File: config.mk
export PLATFORM = sky130hd
export DESIGN_NAME = vga_bus_if_flat
export DESIGN_NICKNAME = d
export VERILOG_FILES = /design/src/rtl/vga_bus_pkg.sv /design/src/rtl/vga_bus_if_if.sv /design/src/rtl/vga_bus_if_bus_wr_fifo.sv /design/src/rtl/vga_bus_if.sv /design/src/flat_wrapper.sv
export SDC_FILE = /design/constraint.sdc
export NUM_CORES = 1
export LEC_CHECK = 0
export CAP_MARGIN = 10
export CORE_ASPECT_RATIO = 0.5
export CORE_MARGIN = 2
export CORE_UTILIZATION = 60
export DETAILED_ROUTE_END_ITERATION = 7
export PLACE_DENSITY = 0.81
export SLEW_MARGIN = 15
export SYNTH_ARGS = -nofsm -noshare
export SYNTH_HDL_FRONTEND = slang
export SYNTH_SLANG_ARGS = --single-unit
File: constraint.sdc
create_clock -name clk -period 5.78 [get_ports clk]
set_input_delay 1.156 -clock clk [delete_from_list [all_inputs] [get_ports clk]]
set_output_delay 1.156 -clock clk [all_outputs]
set_load 0.01 [all_outputs]
File: src/rtl/vga_bus_pkg.sv
// Shared definitions for the VGA host-bus front end: register map, status
// byte layout, read FSM states and the write FIFO entry format.
package vga_bus_pkg;

    // Host register addresses
    localparam logic [3:0] REG_STATUS = 4'd0;
    localparam logic [3:0] REG_CTRL   = 4'd2;
    localparam logic [3:0] REG_DATA   = 4'd3;

    // Status byte bit positions
    localparam int ST_EMPTY    = 0;
    localparam int ST_FULL     = 1;
    localparam int ST_OVERFLOW = 2;
    localparam int ST_BUSY     = 3;

    typedef enum logic [1:0] {
        R_IDLE,
        R_DRAIN,
        R_REQ,
        R_WAIT
    } rd_state_e;

    // One queued host write
    typedef struct packed {
        logic [3:0] addr;
        logic [7:0] data;
    } wr_entry_t;

    // Assemble the locally served status byte; upper nibble reads as zero
    function automatic logic [7:0] make_status(input logic empty, input logic full,
                                               input logic ovf, input logic busy);
        logic [7:0] s;
        s              = 8'h00;
        s[ST_EMPTY]    = empty;
        s[ST_FULL]     = full;
        s[ST_OVERFLOW] = ovf;
        s[ST_BUSY]     = busy;
        return s;
    endfunction

endpackage

File: src/rtl/vga_bus_if_if.sv
// Core-side bundle of the VGA host-bus front end: write FIFO drain
// (valid/ready) and the read request/acknowledge pair.
// master = front end (vga_bus_if), slave = VGA core.
interface vga_bus_if_if;
    logic       wr_valid;
    logic [3:0] wr_addr;
    logic [7:0] wr_data;
    logic       wr_ready;
    logic       rd_req;
    logic [3:0] rd_addr;
    logic [7:0] rd_data;
    logic       rd_ack;

    modport master (
        output wr_valid, wr_addr, wr_data, rd_req, rd_addr,
        input  wr_ready, rd_data, rd_ack
    );

    modport slave (
        input  wr_valid, wr_addr, wr_data, rd_req, rd_addr,
        output wr_ready, rd_data, rd_ack
    );
endinterface

File: src/rtl/vga_bus_if_bus_wr_fifo.sv
// Show-ahead synchronous FIFO for buffered host writes. A push into a full
// FIFO is accepted when a pop happens in the same cycle.
module bus_wr_fifo
    import vga_bus_pkg::*;
#(
    parameter int DEPTH = 8
) (
    input  logic      clk,
    input  logic      rst,
    input  logic      push_i,
    input  wr_entry_t push_data_i,
    input  logic      pop_i,
    output wr_entry_t head_o,
    output logic      empty_o,
    output logic      full_o
);

    localparam int AW = $clog2(DEPTH);

    wr_entry_t       mem_q [DEPTH];
    logic [AW:0]     wr_ptr_q, rd_ptr_q;
    logic            do_push, do_pop;

    // Flag decode and push/pop qualification
    always_comb begin
        // NOTE: every signal driven here gets a value on every path, so no latch is inferred.
        empty_o = (wr_ptr_q == rd_ptr_q);
        full_o  = (wr_ptr_q[AW] != rd_ptr_q[AW]) &&
                  (wr_ptr_q[AW-1:0] == rd_ptr_q[AW-1:0]);
        do_pop  = pop_i & ~empty_o;
        do_push = push_i & (~full_o | do_pop);
    end

    // Storage array
    // NOTE: the data array is deliberately not reset; the pointers alone define validity.
    always_ff @(posedge clk) begin
        if (do_push) mem_q[wr_ptr_q[AW-1:0]] <= push_data_i;
    end

    // Read/write pointers with wrap bit
    always_ff @(posedge clk or posedge rst) begin
        // NOTE: sequential state uses non-blocking <= so all flops update from pre-edge values.
        if (rst) begin
            wr_ptr_q <= '0;
            rd_ptr_q <= '0;
        end else begin
            if (do_push) wr_ptr_q <= wr_ptr_q + 1'b1;
            if (do_pop)  rd_ptr_q <= rd_ptr_q + 1'b1;
        end
    end

    assign head_o = mem_q[rd_ptr_q[AW-1:0]];

endmodule

File: src/rtl/vga_bus_if.sv
// VGA host-bus front end: synchronises ncs/nwr/nrd, turns strobes into
// single-cycle events, queues writes toward the core, serves status reads
// locally and forwards other reads once all earlier writes have drained.
// Optional: define BUS_IF_GLITCH_FILTER_EN to require two consecutive active
// synchronised samples before a strobe event fires (+1 clk latency).
module vga_bus_if
    import vga_bus_pkg::*;
#(
    parameter int FIFO_DEPTH  = 8,
    parameter int SYNC_STAGES = 2
) (
    input  logic         clk,
    input  logic         rst,
    input  logic         ncs,
    input  logic         nwr,
    input  logic         nrd,
    input  logic [3:0]   ext_address,
    input  logic [7:0]   db_in,
    output logic [7:0]   db_out,
    output logic         db_oe,
    vga_bus_if_if.master core
);

    logic [SYNC_STAGES-1:0] ncs_sync_q, nwr_sync_q, nrd_sync_q;
    logic                   wr_act, rd_act, wr_act_q, rd_act_q;
    logic                   wr_rise, rd_rise, wr_ev, rd_ev;
`ifdef BUS_IF_GLITCH_FILTER_EN
    logic                   wr_act_q2, rd_act_q2;
`endif
    logic                   push_req, pop, drop, ovf_clr;
    logic                   overflow_q, overflow_d;
    logic                   fifo_empty, fifo_full;
    wr_entry_t              fifo_head;
    logic [7:0]             status;
    rd_state_e              state_q;
    logic                   rd_req_q;
    logic [3:0]             rd_addr_q;
    logic [7:0]             db_out_q;

    // Multi-flop synchronisers, reset to the inactive (high) level
    always_ff @(posedge clk or posedge rst) begin
        if (rst) begin
            ncs_sync_q <= '1;
            nwr_sync_q <= '1;
            nrd_sync_q <= '1;
        end else begin
            ncs_sync_q <= {ncs_sync_q[SYNC_STAGES-2:0], ncs};
            nwr_sync_q <= {nwr_sync_q[SYNC_STAGES-2:0], nwr};
            nrd_sync_q <= {nrd_sync_q[SYNC_STAGES-2:0], nrd};
        end
    end

    // History of the active levels for edge (and glitch) detection
    always_ff @(posedge clk or posedge rst) begin
        if (rst) begin
            wr_act_q  <= 1'b0;
            rd_act_q  <= 1'b0;
`ifdef BUS_IF_GLITCH_FILTER_EN
            wr_act_q2 <= 1'b0;
            rd_act_q2 <= 1'b0;
`endif
        end else begin
            wr_act_q  <= wr_act;
            rd_act_q  <= rd_act;
`ifdef BUS_IF_GLITCH_FILTER_EN
            wr_act_q2 <= wr_act_q;
            rd_act_q2 <= rd_act_q;
`endif
        end
    end

    // Strobe events and write-path control
    always_comb begin
        wr_act = ~ncs_sync_q[SYNC_STAGES-1] & ~nwr_sync_q[SYNC_STAGES-1];
        rd_act = ~ncs_sync_q[SYNC_STAGES-1] & ~nrd_sync_q[SYNC_STAGES-1];
`ifdef BUS_IF_GLITCH_FILTER_EN
        wr_rise = wr_act & wr_act_q & ~wr_act_q2;
        rd_rise = rd_act & rd_act_q & ~rd_act_q2;
`else
        wr_rise = wr_act & ~wr_act_q;
        rd_rise = rd_act & ~rd_act_q;
`endif
        // Simultaneous write and read strobes count as a write only
        wr_ev    = wr_rise;
        rd_ev    = rd_rise & ~wr_act;
        pop      = ~fifo_empty & core.wr_ready;
        push_req = wr_ev & (ext_address != REG_STATUS);
        ovf_clr  = wr_ev & (ext_address == REG_STATUS);
        drop     = push_req & fifo_full & ~pop;
        overflow_d = overflow_q;
        if (ovf_clr)   overflow_d = 1'b0;
        else if (drop) overflow_d = 1'b1;
        status = make_status(fifo_empty, fifo_full, overflow_q, state_q != R_IDLE);
    end

    // Sticky overflow flag
    always_ff @(posedge clk or posedge rst) begin
        if (rst) overflow_q <= 1'b0;
        else     overflow_q <= overflow_d;
    end

    bus_wr_fifo #(.DEPTH(FIFO_DEPTH)) u_fifo (
        .clk         (clk),
        .rst         (rst),
        .push_i      (push_req),
        .push_data_i ('{addr: ext_address, data: db_in}),
        .pop_i       (pop),
        .head_o      (fifo_head),
        .empty_o     (fifo_empty),
        .full_o      (fifo_full)
    );

    // Read FSM: status locally, other reads wait for the FIFO to drain first
    always_ff @(posedge clk or posedge rst) begin
        if (rst) begin
            state_q   <= R_IDLE;
            rd_req_q  <= 1'b0;
            rd_addr_q <= 4'd0;
            db_out_q  <= 8'h00;
        end else begin
            rd_req_q <= 1'b0;
            case (state_q)
                R_IDLE: begin
                    if (rd_ev) begin
                        if (ext_address == REG_STATUS) begin
                            db_out_q <= status;
                        end else begin
                            rd_addr_q <= ext_address;
                            state_q   <= R_DRAIN;
                        end
                    end
                end
                // An empty FIFO implies no pop can be in flight
                R_DRAIN: begin
                    if (fifo_empty) begin
                        state_q  <= R_REQ;
                        rd_req_q <= 1'b1;
                    end
                end
                R_REQ: state_q <= R_WAIT;
                R_WAIT: begin
                    if (core.rd_ack) begin
                        db_out_q <= core.rd_data;
                        state_q  <= R_IDLE;
                    end
                end
                default: state_q <= R_IDLE;
            endcase
        end
    end

    assign core.wr_valid = ~fifo_empty;
    assign core.wr_addr  = fifo_head.addr;
    assign core.wr_data  = fifo_head.data;
    assign core.rd_req   = rd_req_q;
    assign core.rd_addr  = rd_addr_q;
    assign db_out        = db_out_q;
    assign db_oe         = rd_act;

endmodule
File: src/flat_wrapper.sv
// flat-port wrapper written by rule: the top's interface ports become plain ports
module vga_bus_if_flat import vga_bus_pkg::*;
#(
    parameter int FIFO_DEPTH  = 8,
    parameter int SYNC_STAGES = 2
)
  (clk, rst, ncs, nwr, nrd, ext_address, db_in, db_out, db_oe, core_wr_valid, core_wr_addr, core_wr_data, core_rd_req, core_rd_addr, core_wr_ready, core_rd_data, core_rd_ack);
  vga_bus_if_if core_i ();
  input  logic clk;
  input  logic rst;
  input  logic ncs;
  input  logic nwr;
  input  logic nrd;
  input  logic [3:0] ext_address;
  input  logic [7:0] db_in;
  output logic [7:0] db_out;
  output logic db_oe;
  output wire logic [$bits(core_i.wr_valid)-1:0] core_wr_valid;
  output wire logic [$bits(core_i.wr_addr)-1:0] core_wr_addr;
  output wire logic [$bits(core_i.wr_data)-1:0] core_wr_data;
  output wire logic [$bits(core_i.rd_req)-1:0] core_rd_req;
  output wire logic [$bits(core_i.rd_addr)-1:0] core_rd_addr;
  input wire logic [$bits(core_i.wr_ready)-1:0] core_wr_ready;
  input wire logic [$bits(core_i.rd_data)-1:0] core_rd_data;
  input wire logic [$bits(core_i.rd_ack)-1:0] core_rd_ack;
  assign core_wr_valid = core_i.wr_valid;
  assign core_wr_addr = core_i.wr_addr;
  assign core_wr_data = core_i.wr_data;
  assign core_rd_req = core_i.rd_req;
  assign core_rd_addr = core_i.rd_addr;
  assign core_i.wr_ready = core_wr_ready;
  assign core_i.rd_data = core_rd_data;
  assign core_i.rd_ack = core_rd_ack;
  vga_bus_if #(.FIFO_DEPTH(FIFO_DEPTH), .SYNC_STAGES(SYNC_STAGES)) u_core (.clk(clk), .rst(rst), .ncs(ncs), .nwr(nwr), .nrd(nrd), .ext_address(ext_address), .db_in(db_in), .db_out(db_out), .db_oe(db_oe), .core(core_i));
endmodule
==> results of run 1 <==
## worst reg2reg max path, stage by stage (launching register included)
cell and delay [ns]:
dfrtp_1 0.84, xnor2_1 0.18, nand4_1 0.26, o21ai_2 0.16, nor3_2 0.64, buf_4 0.28
## synthesized netlist by cell type (2+ instances only)
master / count / share of area (%)
a22o_1: 4 / 0.69
and3_1: 3 / 0.37
buf_2: 4 / 0.40
clkbuf_1: 8 / 0.59
dfrtp_1: 26 / 13
dfstp_2: 6 / 3.1
edfxtp_1: 96 / 57
ha_1: 7 / 1.7
inv_1: 6 / 0.44
mux2_2: 22 / 4.9
mux4_2: 24 / 11
nand2_1: 6 / 0.44
nand2b_1: 2 / 0.25
nand3_1: 2 / 0.20
nand4_1: 2 / 0.25
nor2_1: 8 / 0.59
nor3_1: 5 / 0.49
nor4_1: 2 / 0.25
o211ai_1: 3 / 0.44
o21ai_0: 2 / 0.20
xnor2_1: 9 / 1.6
## cell usage in the layout, fill, tap and decap left out, types with 7 or more instances in the layout
master           count
buf_4                8
clkbuf_16           17
clkdlybuf4s50_1     53
dfrtp_1             25
edfxtp_1            96
ha_1                 7
mux2_2              22
mux4_2              24
nor2_1               7
xnor2_1              9
## through the flow
stage	util [%]	instance area, sq um
5_1_grt	77.9	6300
4_1_cts	77.8	6290
3_3_place_gp	71.1	5750
6_report	77.9	6300
3_5_place_dp	71.1	5750
2_1_floorplan	-	5070
## cells by family after synthesis
group	Yosys count	synth area share, %
AOI/OAI and AO/OA	16	2.57
xor gates and xnor gates	10	1.73
adders and majority gates	7	1.73
buffers and inverters	19	1.51
DFF	128	72.9
muxes	48	16.1
and+or+nand+nor	34	3.56
## worst max path at each step
stage                              startpoint                        end
floorplan                      ext_address[1]  u_core.u_fifo.mem_q[0][0]
global placement               ext_address[1]  u_core.u_fifo.mem_q[6][1]
detailed placement             ext_address[0]  u_core.u_fifo.mem_q[6][0]
CTS                 u_core.u_fifo.rd_ptr_q[1]            core_wr_addr[0]
global route        u_core.u_fifo.rd_ptr_q[0]            core_wr_data[3]
finish              u_core.u_fifo.rd_ptr_q[0]            core_wr_addr[0]
## cell type report
class                      instances  area share (%)
timing repair buffer              61            9.38
clock buffer                      22            7.05
multi-input combinational        115            20.8
inverter                           6           0.358
sequential                       128            58.6
clock inverter                    10            1.49
tap                              112            2.23
## registers in the layout (all words and copies together) (netlist names)
signal                  cells
u_core.u_fifo.wr_ptr_q      4
u_core.nrd_sync_q           2
u_core.state_q              2
u_core.u_fifo.mem_q        96
u_core.wr_act_q             1
u_core.db_out               8
u_core.ncs_sync_q           2
u_core.core.rd_req          1
u_core.core.rd_addr         4
u_core.overflow_q           1
u_core.rd_act_q             1
u_core.nwr_sync_q           2
u_core.u_fifo.rd_ptr_q      4
## power by group through the flow
stage	clock network, uW	registers (uW)	logic [uW]
6_report	972	1260	958
5_1_grt	1030	1280	1040
4_1_cts	986	1260	975
3_5_place_dp	0	1280	963
3_3_place_gp	0	1270	937
2_1_floorplan	0	1200	665
## metal layers
metal	part of all wire [%]	track usage, %
met5	0	0
met4	0.86	7.05
met3	7.8	8.63
met2	48	37.3
met1	43	30.0
==> out/results.ini, run 1 <==
[worst_setup_path]
critPathCaptureType=output pin
crit_fanout=28
timing.critical_path.depth=4
source_of_the_worst_register_to_register_timing_path=u_core.u_fifo.rd_ptr_q[2]
arrival_ns=2.52
cp_slowest_cell=mux4_2
crit_path_start_kind=flip-flop
crit_path_leading_delay_family=buffers and inverters
critPathRequiredTime_ns=4.62
timing_worst_setup_path_type=flip-flop to output pin
rr_worst_depth=5
regToRegEndpoint=u_core.u_fifo.mem_q[6][11]
ff2ff_setup_slack_ns=3.12
cp_cell_sequence=buf_4 > mux4_2 > mux2_2 > clkdlybuf4s50_1
critical-path-max-stage-delay_ns=0.58
timing.critical_path.buf_inv=2

[sta]
finalCriticalPeriod_ns=3.68
achievable-frequency_mhz=272
min_period_over_period_pct=63.7
finalHoldViolations=0
worst_slew_pin_slew_ns=0.776
rsz0062_at_grt=false
setup-violations-final=0
fin_setup_tns_ns=0
timing.hold.ws_ns=0.354
timing.max_slew.rel_slack_pct=48.2
slew_viol_final=0
finClkSkew_ns=0.0107
setup_ws_ns=2.10

[layout]
filler_cells=413
layout-area-overhead-vs-synth_pct=24.3
stdcell_count=454
regArea_sq_um=3690
num_antenna_cells=0
nets=363
multiInputGateArea_sq_um=1310
final_layout_size_suffix_gt1_share_pct=26.6

[synthesis]
synthDistinctLibCells=36
synth_flop_cell=edfxtp_1
yosys_warnings=0
post_synth_instance_area_sq_um=5070
syn-mean-instance-area_sq_um=19.3
synth_sequential_area_ratio_pct=72.9
synth_nets=296
synth-seq-cells=128
syn-instance-count=262
postSynth.asyncResetShare_pct=25.0
synth_edf_count=96

[power_and_ir_drop]
seq_power_share_pct=39.6
sw_ratio_pct=27.6
vdd.ir_drop.worst_mv=0.272
clock_power_share_pct=30.4
power.internal_uw=2310
design_power_total_uw=3200
power.combinational.fraction_pct=30.0
p_leak_uw=0.00224
total_switching_power_uw=882
p_per_cell_area_nw_per_um2=507

[global_routing]
grt_max_degree=29
antenna_found_initial=0
track_usage_pct=23.0
gr-total-overflow=0
grt_pass1_vias=2755
global_route_wire_length_before_repair_um=14700

[run_status]
run_status=completed

[routing]
drc_violations_left=0
post_drt_via_cell_ratio=5.81
drt_pre_antenna_iters=4
drt_iter0_drc=196
totalWireLength_um=9430
wl_per_cell_um=20.8
antenna_left=0
vias=2640

[clock_network]
root_buffer=clkbuf_16
cts.sink_count=128
tritoncts.num_buffers=17
post_cts_repair_setup_buffers=0
clk_pin_slew_worst_paths_ns=0.05
cts_resized=0
level_count_of_the_clock_h_tree=4
cts_max_path_buffers=2
tritoncts_clock_tree=built
clk-insertion-delay-late_ns=0.41
cts.hold.buffers_added=0

[floorplanning]
io_pins=54
die-height_um=69.0
die_width_um=134
floorplan.die_area_sq_um=9240
placementRows=23
initial_util_pct=62.6
core-area_sq_um=8090

[placed_design]
gpl.final_weighted_congestion=0.750
io_buffer_count=53
dp.final_hpwl_um=5750
placed_cells=422
pre_cts_slack_ns=1.56

[min_path]
hold_path.startpoint=u_core.ncs_sync_q[0]
min_delay_path_depth=0
worstHoldPathType=flip-flop to flip-flop
worstHoldEndpoint=u_core.ncs_sync_q[1]

[run]
drv.max_cap_violation_count=0

No activity file was read; power rests on OpenSTA's default activity.
==> run 2, diff against run 1 <==
--- a/config.mk
+++ b/config.mk
@@ -8,9 +8,9 @@
 export CAP_MARGIN = 10
 export CORE_ASPECT_RATIO = 0.5
 export CORE_MARGIN = 2
-export CORE_UTILIZATION = 60
+export CORE_UTILIZATION = 56
 export DETAILED_ROUTE_END_ITERATION = 7
-export PLACE_DENSITY = 0.81
+export PLACE_DENSITY = 0.76
 export SLEW_MARGIN = 15
 export SYNTH_ARGS = -nofsm -noshare
 export SYNTH_HDL_FRONTEND = slang
==> constraint.sdc (replaced) <==
create_clock -name clk -period 3.79 [get_ports clk]
set_input_delay 0.758 -clock clk [delete_from_list [all_inputs] [get_ports clk]]
set_output_delay 0.758 -clock clk [all_outputs]
set_load 0.01 [all_outputs]
==> out/results.ini, run 2 (same netlist as run 1, synthesis figures left out) <==
[global_routing]
track_usage_pct=22.7  ; -0.32 points
grt_max_degree=32  ; +10%
gr-total-overflow=0  ; unchanged
grt_pass1_vias=2897  ; +5.2%
global_route_wire_length_before_repair_um=16100  ; +9.6%
antenna_found_initial=0  ; unchanged

[layout]
layout-area-overhead-vs-synth_pct=28.2
num_antenna_cells=0  ; unchanged
mostFrequentLayoutCell=edfxtp_1
multiInputGateArea_sq_um=1310  ; -0.57%
largest_register_ffs=96  ; unchanged
final_layout_size_suffix_gt1_share_pct=30.4  ; +3.8 points
final_cell_mix=edfxtp_1, clkdlybuf4s50_1, dfrtp_1, mux4_2, mux2_2
nets=373  ; +2.8%
final_core_utilization_pct=74.3  ; -3.5 points
filler_cells=476  ; +15%
regArea_sq_um=3690  ; about the same

[sta]
achievable-frequency_mhz=297
setup_ws_ns=0.425  ; -1.67 ns
slew_viol_final=0  ; unchanged
finalCriticalPeriod_ns=3.36
finClkSkew_ns=0.00679  ; -0.00393 ns
timing.max_slew.rel_slack_pct=40.4  ; -7.8 points
fin_setup_tns_ns=0  ; unchanged
setup-violations-final=0  ; unchanged
worst_slew_pin_slew_ns=0.887  ; +0.111 ns
rsz0062_at_grt=false
finalHoldViolations=0  ; unchanged
min_period_over_period_pct=88.8

[floorplanning]
die_width_um=139  ; +3.4%
placementRows=24  ; +4.3%
floorplan.die_area_sq_um=9870  ; +6.8%
core-area_sq_um=8740  ; +8.1%
initial_util_pct=58.0  ; -4.7 points
io_pins=54  ; unchanged
die-height_um=71.3  ; +3.3%

[worst_setup_path]
crit_fanout=28  ; unchanged
arrival_ns=2.61  ; +0.09 ns
cp_slowest_cell=mux4_2
crit_path_leading_delay_family=buffers and inverters
critPathRequiredTime_ns=3.03  ; -1.59 ns
critical-path-max-stage-delay_ns=0.58  ; about the same
timing.critical_path.buf_inv=2  ; unchanged
timing_worst_setup_path_type=flip-flop to output pin
cp_cell_sequence=buf_4 > mux4_2 > mux2_2 > clkdlybuf4s50_1
critPathCaptureType=output pin
crit_path_start_kind=flip-flop

[routing]
drt_pre_antenna_iters=4  ; unchanged
drt_iter0_drc=201  ; +2.6%
post_drt_via_cell_ratio=5.75  ; -1.2%
totalWireLength_um=10100  ; +7.1%
vias=2695  ; +2.1%
wl_per_cell_um=21.5  ; +3.7%
drc_violations_left=0  ; unchanged
antenna_left=0  ; unchanged

[clock_network]
cts.hold.buffers_added=0  ; unchanged
cts.sink_count=128  ; unchanged
clk-insertion-delay-late_ns=0.41  ; about the same
cts_max_path_buffers=2  ; unchanged
tritoncts_clock_tree=built
level_count_of_the_clock_h_tree=4  ; unchanged
clk_pin_slew_worst_paths_ns=0.05  ; about the same
post_cts_repair_setup_buffers=0  ; unchanged
cts_resized=0  ; unchanged
tritoncts.num_buffers=17  ; unchanged
root_buffer=clkbuf_16

[power_and_ir_drop]
p_per_cell_area_nw_per_um2=808  ; +59%
vdd.ir_drop.worst_mv=0.454  ; +67%
design_power_total_uw=5250  ; +64%
p_leak_uw=0.00234  ; +4.8%

[run_status]
run_status=completed

[placed_design]
pre_cts_slack_ns=0.685  ; -0.873 ns
dp.final_hpwl_um=5910  ; +2.8%
io_buffer_count=53  ; unchanged
gpl.final_weighted_congestion=0.744  ; -0.85%

[run]
drv.max_cap_violation_count=0  ; unchanged

[min_path]
worstHoldPathType=flip-flop to flip-flop

run 2: layout make-up:
cell class	instances	share of cell area (%)
sequential	128	56.8
multi-input combinational	115	20.1
clock inverter	14	3.64
timing repair buffer	71	10.2
tap	117	2.25
inverter	6	0.347
clock buffer	18	6.61
run 2: per-layer routing:
| layer | vias to the layer above | track usage (%) | part of all wire [%] |
|---|---|---|---|
| met5 | - | 0 | 0 |
| met4 | 0 | 8.73 | 1.5 |
| met3 | 18 | 6.95 | 6.2 |
| met2 | 107 | 37.0 | 49 |
| met1 | 1378 | 29.7 | 43 |
| li1 | 1192 | - | - |
run 2: stage by stage:
step / hold WS, ns / cell area, sq um / instances
after floorplan: 0.345 / 5070 / 262
after global placement: 0.345 / 5830 / 437
after detailed placement: 0.348 / 5830 / 437
after CTS: 0.356 / 6500 / 469
after global routing: 0.357 / 6500 / 469
final: 0.355 / 6500 / 469
run 2: power by group:
part           internal, uW  total [uW]  leakage, uW  switching [uW]
sequential             1700        1830      0.00125             126
combinational           895        1600     0.000768             704
clock                  1230        1820     0.000322             590
run 2: path summary, 6_finish.rpt:
kind / startpoint / slack, ns / end / cells past startpoint
setup reg to reg: u_core.u_fifo.rd_ptr_q[0] / 1.02 / u_core.u_fifo.mem_q[2][7] / 6
hold / removal: u_core.nwr_sync_q[0] / 0.35 / u_core.nwr_sync_q[1] / 0
min in group asynchronous: rst / 0.75 / u_core.rd_act_q / 2
max in group asynchronous: rst / 2.48 / u_core.nwr_sync_q[0] / 3
setup / recovery: u_core.u_fifo.rd_ptr_q[0] / 0.43 / core_wr_addr[1] / 4
hold reg to reg: u_core.nwr_sync_q[0] / 0.35 / u_core.nwr_sync_q[1] / 0
run 2: worst register-to-register path: cells and delay by family, from the launching register on:
family	cells	cell delay [ns]
xor gates and xnor gates	1	0.16
and+or+nand+nor	2	1.04
buffers and inverters	2	0.76
AOI/OAI and AO/OA	1	0.18
DFF	1	0.34
